$ cat src/rtl/seq_det_arbiter.sv
// Shared 4-bit serial pattern detector with round-robin grant between two
// requesters. One frame of FRAME_LEN bits is searched per grant, overlap allowed.
module seq_det_arbiter #(
  parameter int unsigned FRAME_LEN = 8,
  parameter int unsigned CNT_W     = 8
) (
  input  logic             clk,
  input  logic             rst,
  input  logic [1:0]       req,
  input  logic [1:0]       din,
  input  logic [3:0]       pat,
  input  logic             pat_load,
  output logic [1:0]       gnt,
  output logic             busy,
  output logic             match,
  output logic             match_id,
  output logic [CNT_W-1:0] match_cnt0,
  output logic [CNT_W-1:0] match_cnt1,
  output logic             done
);

  typedef enum logic [1:0] {IDLE, RUN, DONE} state_t;

  localparam logic [7:0] LAST_IDX = 8'(FRAME_LEN - 1);

  state_t     state, state_nxt;
  logic       w;
  logic       last;
  logic [7:0] bitcnt;
  logic [2:0] hist;
  logic [3:0] patreg;

  logic       win;
  logic       bit_in;
  logic       abort;
  logic       last_bit;
  logic       hit;
  logic [3:0] cand;

  // Arbitration, candidate formation and match/abort/frame-end decode
  always_comb begin
    win = 1'b0;
    unique case (req)
      2'b01:   win = 1'b0;
      2'b10:   win = 1'b1;
      2'b11:   win = ~last;
      default: win = 1'b0;
    endcase
    bit_in   = din[w];
    abort    = ~req[w];
    cand     = {hist, bit_in};
    last_bit = (bitcnt == LAST_IDX);
    hit      = (state == RUN) && !abort && (cand == patreg) && (bitcnt >= 8'd3);
  end

  // Next-state logic and state-decoded outputs
  always_comb begin
    state_nxt = state;
    gnt       = '0;
    busy      = 1'b0;
    done      = 1'b0;
    unique case (state)
      IDLE: if (|req) state_nxt = RUN;
      RUN: begin
        gnt  = w ? 2'b10 : 2'b01;
        busy = 1'b1;
        if (abort || last_bit) state_nxt = DONE;
      end
      DONE: begin
        done      = 1'b1;
        state_nxt = IDLE;
      end
      default: state_nxt = IDLE;
    endcase
  end

  // State register
  always_ff @(posedge clk or negedge rst) begin
    if (!rst) state <= IDLE;
    else      state <= state_nxt;
  end

  // Datapath: grant pointer, pattern register, history, bit counter, counters
  always_ff @(posedge clk or negedge rst) begin
    if (!rst) begin
      w          <= 1'b0;
      last       <= 1'b1;
      bitcnt     <= '0;
      hist       <= '0;
      patreg     <= 4'b1001;
      match      <= 1'b0;
      match_id   <= 1'b0;
      match_cnt0 <= '0;
      match_cnt1 <= '0;
    end else begin
      match <= hit;
      if (hit) begin
        match_id <= w;
        if (!w && (match_cnt0 != '1)) match_cnt0 <= match_cnt0 + CNT_W'(1);
        if (w && (match_cnt1 != '1))  match_cnt1 <= match_cnt1 + CNT_W'(1);
      end
      unique case (state)
        IDLE: begin
          if (pat_load) patreg <= pat;
          if (|req) begin
            w      <= win;
            last   <= win;
            bitcnt <= '0;
            hist   <= '0;
          end
        end
        RUN: begin
          if (!abort) begin
            hist   <= {hist[1:0], bit_in};
            bitcnt <= bitcnt + 8'd1;
          end
        end
        DONE: begin
          hist   <= '0;
          bitcnt <= '0;
        end
        default: ;
      endcase
    end
  end

endmodule

$ cat config.mk
export PLATFORM = sky130hd
export DESIGN_NAME = seq_det_arbiter
export DESIGN_NICKNAME = d
export VERILOG_FILES = /design/src/rtl/seq_det_arbiter.sv
export SDC_FILE = /design/constraint.sdc
export NUM_CORES = 1
export LEC_CHECK = 0
export BUFFER_PORTS_ARGS = -buffer_cell sky130_fd_sc_hd__clkbuf_2
export CAP_MARGIN = 10
export CORE_ASPECT_RATIO = 0.9
export CORE_MARGIN = 5
export CORE_UTILIZATION = 35
export CTS_BUF_LIST = sky130_fd_sc_hd__clkbuf_16
export CTS_CLUSTER_DIAMETER = 200
export DETAILED_ROUTE_END_ITERATION = 16
export PLACE_DENSITY = 0.58
export REMOVE_ABC_BUFFERS = 1
export SLEW_MARGIN = 5
export SYNTH_ARGS = -nofsm -noshare
export SYNTH_HDL_FRONTEND = slang
export SYNTH_SLANG_ARGS = --single-unit
$ cat constraint.sdc
create_clock -name clk -period 1.8 [get_ports clk]
set_input_delay 0.27 -clock clk [delete_from_list [all_inputs] [get_ports clk]]
set_output_delay 0.27 -clock clk [all_outputs]
set_load 0.1 [all_outputs]
; ---- Word level (Yosys, flattened, before mapping)
; Cells that the tools add are included.
[op_classes]
addsub = 3
mul = 0
div = 0
n_lt_le_gt_ge = 2
eq_ne = 11
shift = 0
muxes = 18
bitwise_logic = 2
reduce_logical = 16
[ops]
columns = operator, count
row1 = $add A8 B1 Y8 const B, 3
row2 = $pmux W8 S3, 1
row3 = $mux W8, 2
row4 = $ne A8 B8 Y1 const B, 2
row5 = $reduce_and A2 Y1, 5
row6 = $pmux W3 S3, 1
row7 = $eq A8 B3 Y1 const B, 1
row8 = $ge A8 B2 Y1 const B, 1
row9 = $mux W2, 4
row10 = $eq A2 B2 Y1 const B, 3
row11 = $mux W1, 6
row12 = $mux W3, 2
row13 = $logic_and A1 B1 Y1, 5
row14 = $eq A4 B4 Y1, 1
row15 = $ne A2 B1 Y1 const B, 2
row16 = $pmux W2 S2, 1
row17 = $reduce_and A3 Y1, 1
row18 = $reduce_bool A3 Y1, 1
row19 = $eq A2 B1 Y1 const B, 1
row20 = $logic_not A2 Y1, 1
row21 = $lt A1 B2 Y1 const B, 1
row22 = $ne A2 B2 Y1 const B, 1
row23 = $not A1 Y1, 2
row24 = $pmux W1 S2, 1
row25 = other kinds (3), 3
[word_totals]
reg_bits = 37
latchBits = 0
ramBits = 0
romBits = 0
in_bits = 11
n_memories = 0

; ---- Longest topological paths before layout
; Gate-level depths: netlist of run 1.
[logic_depth]
depth_word = 6
depth_mapped = 9
depth_no_buf = 7

; ---- Least setup slack after synthesis of run 1
; Ideal clock, no wire load.
[synth_timing]
path_kind = reg2reg
startpoint = register state[1]
endpoint = register match_cnt1[1]
setup_time_ns = 0.126
arrival_ns = 2.080
slack_ns = -0.405
stages_incl_launch_ff = 9
path_buffers = 2
period_less_slack_ns = 2.205
cell_sequence = dfrtp_1 nand2b_1 inv_2 and2_4 buf_6 nand4_2 or2_1 buf_6 mux2_4
[synth_between]
elab_chain_cells = 5
[synth_lines]
columns = element, line_no
row1 = from (decl), 26  ; state_t state, state_nxt;
row2 = from (signal assigned), 80  ; else state <= state_nxt;
row3 = $eq A2 B1 Y1, 53  ; hit = (state == RUN) && !abort && (cand == patreg) && (bitcnt >= 8'd3);
row4 = $logic_and A1 B1 Y1 (3 in a row), 53
row5 = $reduce_and A2 Y1 (no line), n/a
row6 = to (signal assigned), 100  ; if (w && (match_cnt1 != '1)) match_cnt1 <= match_cnt1 + CNT_W'(1);
row7 = to (decl), 18  ; output logic [CNT_W-1:0] match_cnt1,
; No other way between the ends.
; A chain may end at the register's enable or synchronous reset.

; ---- Final worst setup path of run 1
[layout_timing]
startpoint = register w
endpoint = register match_cnt1[1]
[layout_between]
elab_chain_cells = 6
elab_cells_between_ends = 10
[layout_lines]
columns = element, line_no
row1 = from (decl), 27  ; logic w;
row2 = from (signal assigned), 106  ; w <= win;
row3 = "$mux W1, on equally long branches (2 in a row)", "49, 50"
row4 = $eq A4 B4 Y1 or $logic_and A1 B1 Y1 (tied branches), 53
row5 = $logic_and A1 B1 Y1 (2 in a row), 53
row6 = $reduce_and A2 Y1 (no line) *, n/a
; Every way passes the cells marked *; elsewhere a longest branch is shown, timed or not. The select of a mux whose other input is x is not followed.

==> results of run 1 <==
-- metal layers --
layer / share of wire, % / vias to the layer above / global-route usage [%] / wire length, um
met5: 0 / - / 0 / 0
met4: 1.8 / 0 / 5.222 / 64
met3: 3.6 / 6 / 3.708 / 129
met2: 46 / 24 / 17.62 / 1639
met1: 49 / 637 / 16.29 / 1742
li1: - / 673 / - / -
-- where the power goes --
part / leakage (nW) / internal [W] / switching, W
Sequential: 0.494 / 0.00100 / 0.000126
Combinational: 0.623 / 0.000516 / 0.000775
Clock: 0.0687 / 0.000500 / 0.000315
Total: 1.18 / 0.00202 / 0.00122
-- sequential cells by signal, indices dropped and copies added, names as in the netlist, 2 cells and up --
name	flops
state	2
hist	3
patreg	4
match_cnt1	8
match_cnt0	8
bitcnt	8
-- cell usage after synthesis (2+ instances only) --
| master | n |
|---|---|
| a21oi_1 | 2 |
| a22o_1 | 3 |
| and2_1 | 2 |
| and4_1 | 3 |
| buf_2 | 2 |
| buf_6 | 3 |
| dfrtp_1 | 34 |
| dfstp_2 | 3 |
| ha_1 | 3 |
| inv_1 | 3 |
| mux2_2 | 5 |
| mux2_4 | 2 |
| nand2_1 | 15 |
| nand2b_1 | 2 |
| nand3_1 | 10 |
| nand4_1 | 3 |
| nor2_1 | 13 |
| nor2b_1 | 2 |
| nor3_1 | 6 |
| nor3_2 | 3 |
| o21ai_0 | 7 |
| xnor2_1 | 11 |
| xor2_1 | 11 |
-- cell type report --
class / instances / area, um2
well taps: 65 / 81.33
multi-input cells: 116 / 824.5
clock buffers: 5 / 125.1
clock inverters: 3 / 12.51
repair buffers: 55 / 365.4
flip-flops and latches: 37 / 930.9
inverters: 4 / 15.01
fillers: 473 / 2540
-- through the flow --
| stage | util (%) | hold slack (ns) | cells | TNS [ns] | total power (W) |
|---|---|---|---|---|---|
| after CTS | 47.78 | 0.05528 | 284 | 0 | 0.003273 |
| after floorplan | - | -0.02559 | 157 | -7.212 | 0.001933 |
| after global placement | 44.63 | 0.3520 | 276 | -0.3924 | 0.002402 |
| after global routing | 48.11 | 0.08192 | 285 | -0.03169 | 0.003418 |
| final | 48.11 | 0.02530 | 285 | 0 | 0.003232 |
| after detailed placement | 44.63 | 0.3517 | 276 | -1.324 | 0.002414 |
-- worst max-delay path, stage by stage (launching register included) --
cell	delay [ns]
dfrtp_2	0.42
mux2i_4	0.28
xor2_2	0.17
nand4_2	0.13
or2_4	0.32
mux2_4	0.31
-- worst paths after layout --
kind                       depth (start not counted)                  from                        end
setup / recovery                                   5         w$_DFFE_PN0P_  match_cnt1[1]$_DFFE_PN0P_
hold / removal                                     2                   rst       state[0]$_DFFE_PN0P_
hold reg to reg                                    2  match_id$_DFFE_PN0P_       match_id$_DFFE_PN0P_
setup reg to reg                                   5         w$_DFFE_PN0P_  match_cnt1[1]$_DFFE_PN0P_
min in group clk                                   2                pat[0]      patreg[0]$_DFFE_PN1P_
max in group asynchronous                          2                   rst      patreg[3]$_DFFE_PN1P_
-- cells by family after synthesis --
family                   synth area share [%]
AO/OA/AOI/OAI                           5.805
XOR/XNOR                                10.77
adder cells (fa/ha/maj)                 2.098
buffers and inverters                   3.286
flip-flops                              51.96
multiplexers                            6.084
AND/OR/NAND/NOR                         20.00
-- repair_timing --
item                                    in CTS  in global routing
resized for setup                            4                  2
pin swaps                                    0                  4
hold buffers                                 0                  0
endpoints found under the setup margin      14                 13
cloned                                       0                  0
setup buffers                                0                  1
==> impl_metrics.toml, run 1 <==
[critical_path]
criticalPathCategory = "flop to flop"
crit_path_max_fanout = 8
crit_required_ns = 1.96
start_kind = "flop"
setup.reg_to_reg.worst_slack_ns = 0.05
arrival_ns = 1.91
endpoint_kind = "flop"

[die]
rows = 24
core_um2 = 4895
ios = 33
dieHeight_um = 77.83
die_w_um = 85.37
start_util_pct = 36.55
dieArea_um2 = 6644

[pwr]
leakagePower_nw = 1.185
vdd_drop_max_v = 0.0006684
powerDensity_nw_per_um2 = 1373

[synthesis]
synth_ff_type = "dfrtp_1"
ys_top_cells_by_area = "dfrtp_1 (48%), xnor2_1 (5.4%), xor2_1 (5.4%)"
synth_edf_count = 0
netlist_instances = 162
synth_seq_cells = 37
synthArstFlopShare_pct = 100.0
synth_area_um2 = 1789
synth.top_cell.area_share_pct = 47.55
synth.distinct_cells = 37
synth_top_cell_by_area = "dfrtp_1"
ys_warn_count = 0
synth-seq-area-share_pct = 51.96
syn_area_per_cell_um2 = 11.04

[placement]
gp_congestion = 0.7794
numPortBuffers = 32
hpwl_um = 2716
post-place-ws_ns = -0.1820
place_area_um2 = 2185

[finish]
num_antenna_cells = 0
layout-drive-gt1-share_pct = 38.18
nets = 233
final_common_cell = "dfrtp_1"
area_delta_synth_final_pct = 31.61
final_cell_mix = "dfrtp_1 (33), clkbuf_2 (29), buf_4 (24), nand2_1 (15), nor2_1 (13)"
final_area_um2 = 2355

[timing]
tightest_slew_ns = 0.5452
fin_crit_sh_pct = 97.18
finalHoldViolCount = 0
timing.slew.headroom_pct = 63.81
drv_slew = 0
rsz0062_at_grt = "yes"
worst_slack_ns = 0.05074
fmax_mhz = 571.7
post-route-min-period_ns = 1.749
fin_skew_ns = 0.003631
setup_viol = 0

[clock_tree]
clk_path_buf_depth = 2
cts_buffers = 5
clk_latency_ns = 0.28
ctsHtreeMaxLevel = 2
cts-root-buf = "clkbuf_16"
clkTransAtPathRegs_ns = 0.05
cts_tree = "done"
cts_sinks = 37

[grt]
grt_pass1_wl_um = 6313
grt_max_degree = 38
track_usage_pct = 12.01
overflow = 0
grt_pass1_vias = 1353
antenna_found_initial = 0

[detailed_routing]
routed_via_density = 4.702
drc = 0
vias = 1340
ant_nets = 0
wirelength_um = 3576
drt_first_pass_iters = 4
wl_per_cell_um = 12.55
drt_iter0_drc = 34

[run_status]
status = "finished, final reports clean"

[job]
drv_cap = 0

[worst_hold_path]
hp-class = "input pin to asynchronous set/reset pin"
No activity file was read; power rests on OpenSTA's default activity.
==> run 2: changes to the inputs <==
==> constraint.sdc (replaced) <==
create_clock -name clk -period 1.8 [get_ports clk]
set_input_delay 0 -clock clk [delete_from_list [all_inputs] [get_ports clk]]
set_output_delay 0 -clock clk [all_outputs]
set_load 0.1 [all_outputs]
==> impl_metrics.toml, run 2 (synthesis gave the netlist of run 1 again) <==
[critical_path]
criticalPathCategory = "flop to flop"
crit_chain = "mux2i_4 > xor2_2 > nand4_2 > or2_4 > mux2_4"
crit_slowest_cell = "dfrtp_2"
crit_required_ns = 1.97
start_kind = "flop"
slowest_delay_ns = 0.42
r2r-end = "match_cnt1[1]$_DFFE_PN0P_"
ff2ff_path_depth = 5
r2r-start = "w$_DFFE_PN0P_"
setup.reg_to_reg.worst_slack_ns = 0.03
arrival_ns = 1.94
critPathTopFamily = "multiplexers"
worst-path-buf-inv = 0
endpoint_kind = "flop"
crit_path_max_fanout = 8

[grt]
grt-busiest-layer = "met2"
use_met3_pct = 3.708
use_met1_pct = 15.59
grtUsageMet2_pct = 20.73
antenna_found_initial = 0
grt_max_degree = 24
grt_pass1_vias = 1494
overflow = 0
track_usage_pct = 12.79
grt_pass1_wl_um = 6693

[timing]
tightest_slew_ns = 0.5756
timing.slew.headroom_pct = 61.63
fin_skew_ns = 0.004027
drv_slew = 0
fmax_mhz = 565.4
post-route-min-period_ns = 1.769
finalHoldViolCount = 0
fin_crit_sh_pct = 98.26
setup_viol = 0
rsz0062_at_grt = "yes"
holdWs_ns = 0.02390

[detailed_routing]
ant_nets = 0
drc = 0
drt_first_pass_iters = 4
vias = 1378
wirelength_um = 3841
routed_via_density = 4.752
drt_iter0_drc = 59
wl_per_cell_um = 13.24

[job]
drv_cap = 0

[clock_tree]
cts_buffers = 5
cts_tree = "done"
ctsHtreeMaxLevel = 2
clk_path_buf_depth = 2
cts-root-buf = "clkbuf_16"
clk_latency_ns = 0.28
cts_sinks = 37
clkTransAtPathRegs_ns = 0.06

[worst_hold_path]
hold_start = "req[1]"
worstHoldPathCells = 3
hp-class = "input pin to flop"
min_to = "last$_DFFE_PN1P_"

[die]
ios = 33
dieArea_um2 = 6644
rows = 24
dieHeight_um = 77.83
die_w_um = 85.37
start_util_pct = 36.55
core_um2 = 4895

[pwr]
leakagePower_nw = 1.204
powerDensity_nw_per_um2 = 1441
vdd_drop_max_v = 0.0008559
p_total_w = 0.003495

[finish]
num_antenna_cells = 0
fill_cells = 452
nets = 238
final_common_cell = "dfrtp_1"
multiInputGateArea_um2 = 818.3
area_delta_synth_final_pct = 35.52
seq_area_um2 = 930.9
final_cell_mix = "dfrtp_1 (33), clkbuf_2 (32), buf_4 (21), nand2_1 (15), nor2_1 (13)"
layout-drive-gt1-share_pct = 37.78
top_regs = "bitcnt: 8 flops, match_cnt0: 8 flops, match_cnt1: 8 flops"

[placement]
hpwl_um = 2844
gp_congestion = 0.7582
numPortBuffers = 32

[run_status]
status = "finished, final reports clean"
==> run 2: changes by cell type in the layout (fill, tap and decap cells not counted), moves of 2 or more <==
cell and change:
dlygate4sd3_1 +6, buf_4 -3, clkbuf_2 +3, buf_12 -2
bufinv_16 +2, clkinv_1 -2
==> run 2: how the worst max path moves through the flow <==
stage / start / end / cells past startpoint
after floorplan: match_cnt0[0]$_DFFE_PN0P_ / match_cnt0[1]$_DFFE_PN0P_ / 4
after global placement: w$_DFFE_PN0P_ / match_cnt1[1]$_DFFE_PN0P_ / 5
after detailed placement: w$_DFFE_PN0P_ / match_cnt1[1]$_DFFE_PN0P_ / 5
after CTS: w$_DFFE_PN0P_ / match_cnt1[1]$_DFFE_PN0P_ / 5
after global routing: w$_DFFE_PN0P_ / match_cnt0[5]$_DFFE_PN0P_ / 7
final: w$_DFFE_PN0P_ / match_cnt1[1]$_DFFE_PN0P_ / 5
==> run 2: worst min-delay path: stages <==
cell	delay, ns
clkbuf_2	0.12
a21oi_1	0.13
a31oi_1	0.05
==> run 2: cell type report <==
cell class	instances	share of cell area, %
clock buffers	5	5.160
repair buffers	60	16.05
multi-input cells	116	33.75
clock inverters	3	2.683
well taps	65	3.354
inverters	4	0.6192
flip-flops and latches	37	38.39
==> run 2: metrics by stage <==
stage | utilization (%) | std cells | cell area, um2 | setup slack [ns] | TNS [ns]
global route | 49.54 | 290 | 2425 | -0.04491 | -0.1308
finish | 49.54 | 290 | 2425 | 0.03124 | 0
global placement | 43.81 | 275 | 2145 | -0.09059 | -0.4097
floorplan | - | 157 | 1745 | -0.4566 | -6.469
CTS | 49.26 | 289 | 2411 | 0.006170 | 0
detailed placement | 43.81 | 275 | 2145 | -0.1899 | -1.302
==> run 2: repair_timing <==
item,in CTS,in global routing
gates resized for setup,4,2
hold buffers,6,0
buffers inserted,0,1
pin swaps,0,4
endpoints found under the hold margin,23,0
endpoints found under the setup margin,13,9
==> run 2: routing by layer <==
metal,part of all wire [%],up-vias
li1,-,681
met1,46,668
met2,47,22
met3,4.1,7
met4,2.1,0
met5,0,-
==> run 2: power by group <==
part           total [W]  leakage (nW)  switching [W]  internal (W)
logic            0.00124         0.616       0.000786      0.000456
registers        0.00112         0.494       0.000124       0.00100
clock network    0.00113        0.0938       0.000338      0.000791
total            0.00350          1.20        0.00125       0.00225
